--- src/rtl/or16_pkg.sv ---
// -----------------------------------------------------------------------------
// or16_pkg
// Shared constants and response entry layout for the Or16 request arbiter.
//   NREQ_DEF / WIDTH_DEF / DEPTH_DEF : default configuration of or16_arbiter
//   ID_W_DEF                         : requester tag width for the default NREQ
//   rsp_entry_t                      : response FIFO entry, {id, data}
// -----------------------------------------------------------------------------
package or16_pkg;

    localparam int NREQ_DEF  = 4;
    localparam int WIDTH_DEF = 16;
    localparam int DEPTH_DEF = 2;
    localparam int ID_W_DEF  = $clog2(NREQ_DEF);

    // Entry layout for the default configuration; the top builds the same
    // {id, data} layout from its own parameters.
    typedef struct packed {
        logic [ID_W_DEF-1:0]  id;
        logic [WIDTH_DEF-1:0] data;
    } rsp_entry_t;

endpackage

--- src/rtl/rr_pick.sv ---
// -----------------------------------------------------------------------------
// rr_pick
// Combinational round-robin first-set search.
//   req_i : request vector
//   ptr_i : index where the search starts (highest priority), wraps N-1 -> 0
//   gnt_o : one-hot grant of the first set request at or after ptr_i
//   idx_o : index of that request
//   any_o : at least one request is set
// -----------------------------------------------------------------------------
module rr_pick #(
    parameter  int N  = 4,
    localparam int IW = $clog2(N)
) (
    input  logic [N-1:0]  req_i,
    input  logic [IW-1:0] ptr_i,
    output logic [N-1:0]  gnt_o,
    output logic [IW-1:0] idx_o,
    output logic          any_o
);

    always_comb begin
        int k;
        logic found;
        // NOTE: every output gets a default before any conditional write so
        // no path leaves a value unassigned and no latch is inferred.
        gnt_o = '0;
        idx_o = '0;
        found = 1'b0;
        k     = 0;
        for (int off = 0; off < N; off++) begin
            k = int'(ptr_i) + off;
            if (k >= N) begin
                k = k - N;
            end
            if (!found && req_i[IW'(k)]) begin
                found          = 1'b1;
                idx_o          = IW'(k);
                gnt_o[IW'(k)]  = 1'b1;
            end
        end
        any_o = found;
    end

endmodule

--- src/rtl/or16_arbiter.sv ---
// -----------------------------------------------------------------------------
// or16_arbiter
// Shares one bitwise-OR datapath between NREQ requesters with round-robin
// arbitration; results are queued in a DEPTH-entry FIFO tagged with the id.
//   clk, rst_n   : clock, synchronous active-low reset
//   req_valid    : per-requester request
//   req_ready    : per-requester grant (one-hot or zero)
//   req_a, req_b : packed operands, requester i at [i*WIDTH +: WIDTH]
//   rsp_valid    : FIFO non-empty
//   rsp_ready    : consumer takes the head entry
//   rsp_out      : head result (last popped value while empty)
//   rsp_id       : requester index of the head result
// -----------------------------------------------------------------------------
module or16_arbiter
    import or16_pkg::*;
#(
    parameter  int NREQ  = NREQ_DEF,
    parameter  int WIDTH = WIDTH_DEF,
    parameter  int DEPTH = DEPTH_DEF,
    localparam int IDW   = $clog2(NREQ)
) (
    input  logic                  clk,
    input  logic                  rst_n,
    input  logic [NREQ-1:0]       req_valid,
    output logic [NREQ-1:0]       req_ready,
    input  logic [NREQ*WIDTH-1:0] req_a,
    input  logic [NREQ*WIDTH-1:0] req_b,
    output logic                  rsp_valid,
    input  logic                  rsp_ready,
    output logic [WIDTH-1:0]      rsp_out,
    output logic [IDW-1:0]        rsp_id
);

    localparam int PW = $clog2(DEPTH);
    localparam int CW = $clog2(DEPTH + 1);

    typedef struct packed {
        logic [IDW-1:0]   id;
        logic [WIDTH-1:0] data;
    } entry_t;

    logic [IDW-1:0] ptr_q, ptr_d;
    logic [CW-1:0]  count_q, count_d;
    logic [PW-1:0]  rd_q, rd_d;
    logic [PW-1:0]  wr_q, wr_d;
    entry_t         last_q, last_d;
    entry_t         mem_q [DEPTH];

    logic [NREQ-1:0] pick_gnt;
    logic [IDW-1:0]  pick_idx;
    logic            pick_any;
    logic            pop;
    logic            push;
    logic            can_accept;
    logic [WIDTH-1:0] push_data;
    entry_t          push_entry;
    entry_t          head;

    rr_pick #(.N(NREQ)) u_pick (
        .req_i (req_valid),
        .ptr_i (ptr_q),
        .gnt_o (pick_gnt),
        .idx_o (pick_idx),
        .any_o (pick_any)
    );

    // Handshake outputs are forced low while reset is held so nothing is
    // accepted or popped on the reset edge.
    assign rsp_valid  = rst_n && (count_q != '0);
    assign pop        = rsp_valid && rsp_ready;
    // A full FIFO still accepts when its head leaves in the same cycle.
    assign can_accept = (count_q < CW'(DEPTH)) || pop;
    assign req_ready  = (rst_n && can_accept) ? pick_gnt : '0;
    assign push       = rst_n && can_accept && pick_any;

    assign push_data  = req_a[int'(pick_idx)*WIDTH +: WIDTH]
                      | req_b[int'(pick_idx)*WIDTH +: WIDTH];
    assign push_entry = {pick_idx, push_data};

    assign head    = mem_q[rd_q];
    assign rsp_out = (count_q != '0) ? head.data : last_q.data;
    assign rsp_id  = (count_q != '0) ? head.id   : last_q.id;

    always_comb begin
        ptr_d   = ptr_q;
        count_d = count_q;
        rd_d    = rd_q;
        wr_d    = wr_q;
        last_d  = last_q;
        if (push) begin
            wr_d  = wr_q + 1'b1;
            ptr_d = (pick_idx == IDW'(NREQ - 1)) ? '0 : pick_idx + 1'b1;
        end
        if (pop) begin
            rd_d   = rd_q + 1'b1;
            last_d = head;
        end
        case ({push, pop})
            2'b10:   count_d = count_q + 1'b1;
            2'b01:   count_d = count_q - 1'b1;
            default: count_d = count_q;
        endcase
    end

    // NOTE: state registers use non-blocking assignments so every flop
    // samples the pre-edge values regardless of block evaluation order.
    always_ff @(posedge clk) begin
        if (!rst_n) begin
            ptr_q   <= '0;
            count_q <= '0;
            rd_q    <= '0;
            wr_q    <= '0;
            last_q  <= '0;
        end else begin
            ptr_q   <= ptr_d;
            count_q <= count_d;
            rd_q    <= rd_d;
            wr_q    <= wr_d;
            last_q  <= last_d;
        end
    end

    // NOTE: FIFO storage has no reset; count_q gates every read, so stale
    // contents are never visible and the array can map to plain registers/RAM.
    always_ff @(posedge clk) begin
        if (push) begin
            mem_q[wr_q] <= push_entry;
        end
    end

endmodule

--- config.mk ---
export PLATFORM = sky130hd
export DESIGN_NAME = or16_arbiter
export DESIGN_NICKNAME = d
export VERILOG_FILES = /design/src/rtl/or16_pkg.sv /design/src/rtl/rr_pick.sv /design/src/rtl/or16_arbiter.sv
export SDC_FILE = /design/constraint.sdc
export NUM_CORES = 1
export LEC_CHECK = 0
export ABC_CLOCK_PERIOD_IN_PS = 5100
export BUFFER_PORTS_ARGS = -buffer_cell sky130_fd_sc_hd__buf_2
export CAP_MARGIN = 40
export CORE_ASPECT_RATIO = 0.75
export CORE_UTILIZATION = 49
export CTS_CLUSTER_SIZE = 8
export DETAILED_ROUTE_END_ITERATION = 8
export MAX_ROUTING_LAYER = met4
export PLACE_DENSITY = 0.85
export SLEW_MARGIN = 20
export SYNTH_ARGS = -nofsm -noshare
export SYNTH_HDL_FRONTEND = slang
export SYNTH_SLANG_ARGS = --single-unit
--- constraint.sdc ---
create_clock -name clk -period 5.1 [get_ports clk]
set_clock_uncertainty 0.1 [all_clocks]
set_input_delay 1.02 -clock clk [delete_from_list [all_inputs] [get_ports clk]]
set_output_delay 1.02 -clock clk [all_outputs]
set_load 0.005 [all_outputs]
==> results.cfg <==
[critical_path]
max_stage_delay_ns = 0.64
reg2reg_depth = 9
critPathCapture = req_ready[0]
crit_fanout = 10
cp_data_required_time_ns = 3.98
crit_arrival_ns = 2.95
reg2reg_from = ptr_q[1]
r2r_end = mem_q[0][14]
startpoint = ptr_q[1]
start_kind = register
cp_cell_sequence = inv_1 -> ha_1 -> mux4_2 -> nor2_1 -> a22o_1 -> nand2_1 -> a21oi_1 -> buf_2
crit_type = reg -> out
reg2reg_setup_slack_ns = 1.14
endpoint_kind = primary output
slowest_stage = mux4_2

[power]
intPower_mw = 1.538
p_leak_nw = 2.174
p_clk_share_pct = 17.3
switchingPower_mw = 0.9865
finalPower_mw = 2.524
swShare_pct = 39.08
vdd_ir_drop_max_mv = 0.2396
power_density_nw_per_um2 = 496.9
p_comb_share_pct = 53.6
sequentialPowerShare_pct = 29.0

[clock_network]
cts_root_buf = clkbuf_8
cts.clk_slew.worst_paths_ns = 0.06
clock_latency_ns = 0.33
numClockSinks = 61
cts-resized-gates = 0
cts_tree = yes
post_cts_buffers = 0
cts-buffers-inserted = 9
hold_buffers = 0
htreeDepth = 3
clk_path_buf_depth = 2

[cells_and_area]
syn_to_final_growth_pct = 27.27
regArea_um2 = 1582
final_core_util_pct = 64.44
diodes = 0
layout-drive-gt1-share_pct = 36.21
multi_input_area_um2 = 2226
nets = 731
nFillCells = 639

[detailed_routing]
first_iter_violations = 318
viasPerCell = 5.523
drt_wl_total_um = 10770
drc = 0
vias = 3844
post_drt_wl_per_cell_um = 15.48
drtPass1Iterations = 5
antenna_left = 0

[hold_path]
worstHoldPathCells = 2
hp-class = reg -> reg

[sta]
timing.final.ws_setup_ns = 1.030
slew_violations = 0
period_minus_slack_ns = 4.070
worst_pin_slew_ns = 0.7641
slew-limit-headroom_pct = 48.52
finalSetupViolCount = 0
hold_violations = 0
tns_ns = 0
grt_setup_unrepaired = no
hold_ws_ns = 0.3737
clock.fmax_mhz = 245.7
fin_crit_sh_pct = 79.81

[floorplan]
dieArea_um2 = 8514
initial_core_util_pct = 50.63
rows = 28
ios = 158
core_um2 = 7883
fp.dieW_um = 106.2
die_y_um = 80.16

[place]
place_congestion = 0.8809
dp_slack_ns = 1.230
numPortBuffers = 157
hpwl_um = 8267

[grt]
grt_pass1_wl_um = 16090
antenna_found_initial = 0
grt_pass1_vias = 3342
track_usage_pct = 25.44
grt_max_degree = 38
gr-total-overflow = 0

[yosys]
synth_area_leaders = edfxtp_1, mux2i_1, dfxtp_1
yosysUniqueCellTypes = 41
netlist_area_um2 = 3991
ys_seq_elements = 61
syn_avg_cell_area_um2 = 9.154
ys_seq_area_share_pct = 39.62
synth-edff-count = 36
ys.flop_type = edfxtp_1
synth.most_common_cell = nor2_1
synth_top_area_share_pct = 27.08
yosys_warnings = 0
synth_common_cells = nor2_1, mux2i_1, nand2_1, edfxtp_1, nand3_1
ys_async_sr_fraction_pct = 0
syn_inst = 436
synth_top_cell_by_area = edfxtp_1
syn_nets = 581

[run_status]
status = finished, final reports clean

[job]
maxCapViolations = 0
-- placed cells by master, fill, tap and decap left out, types with 3 or more instances in the layout --
cell type,instances
a221oi_1,17
inv_1,7
buf_2,157
ha_1,10
edfxtp_1,36
mux2i_1,52
nor2_1,91
o21ai_0,23
nand3_1,26
xnor2_1,3
mux2_2,18
mux4_2,4
a21oi_1,22
and2_1,6
nand2_1,39
buf_4,7
dfxtp_1,25
clkbuf_8,11
nand2b_1,3
-- worst min-delay path by stage --
| stage | endpoint | start |
|---|---|---|
| after floorplan | last_q[0] | last_q[0] |
| after CTS | last_q[16] | last_q[16] |
| final | last_q[16] | last_q[16] |
| after global routing | last_q[7] | last_q[7] |
| after global placement | last_q[15] | last_q[15] |
| after detailed placement | last_q[16] | last_q[16] |
-- layout make-up --
type / count / share of cell area (%)
tap: 105 / 2.586
sequential: 61 / 31.13
inverter: 9 / 0.6650
multi-input combinational: 338 / 43.82
clock buffer: 14 / 4.039
clock inverter: 2 / 0.1970
timing repair buffer: 167 / 17.56
-- kinds of logic (layout without fill, tap and decap cells) --
group	count (synthesis)	in the layout	share of synthesized area [%]
AND/OR/NAND/NOR	171	171	18.06
AO/OA/AOI/OAI	79	79	13.10
multiplexers	75	75	20.72
flip-flops	61	61	39.62
buffers and inverters	37	192	4.702
adder cells (fa/ha/maj)	10	10	3.135
XOR/XNOR	3	3	0.6584
-- state kept, by name (all words and copies together), names as in the netlist, named ones only --
signal   count
wr_q         1
mem_q       36
last_q      18
rd_q         1
count_q      2
ptr_q        2
-- layer usage --
metal  global-route usage (%)  vias up  share of wire (%)
met2                    41.04      201                 46
met3                    4.708       18                7.6
met5                        -        -                  0
li1                         -     1863                  -
met4                    6.944        0                1.3
met1                    33.03     1762                 45
-- metrics by stage --
step	std cells	instance area, µm²
after CTS	696	5080
after detailed placement	680	4865
after global placement	676	4803
final	696	5080
after floorplan	436	3991
after global routing	696	5080
-- power by group through the flow --
stage          clock, mW  sequential (mW)  combinational, mW
2_1_floorplan          0            0.728               1.02
3_3_place_gp           0            0.738               1.25
3_5_place_dp           0            0.742               1.33
4_1_cts            0.442            0.732               1.34
5_1_grt            0.466            0.742               1.46
6_report           0.438            0.733               1.35
-- worst max-delay path: cells and delay by family, from the launching register on --
| family | cells | cell delay (ns) |
|---|---|---|
| multiplexers | 1 | 0.64 |
| flip-flops | 1 | 0.56 |
| AO/OA/AOI/OAI | 2 | 0.29 |
| AND/OR/NAND/NOR | 2 | 0.27 |
| buffers and inverters | 2 | 0.38 |
| adder cells (fa/ha/maj) | 1 | 0.49 |
Power figures use the tool's default switching activity.
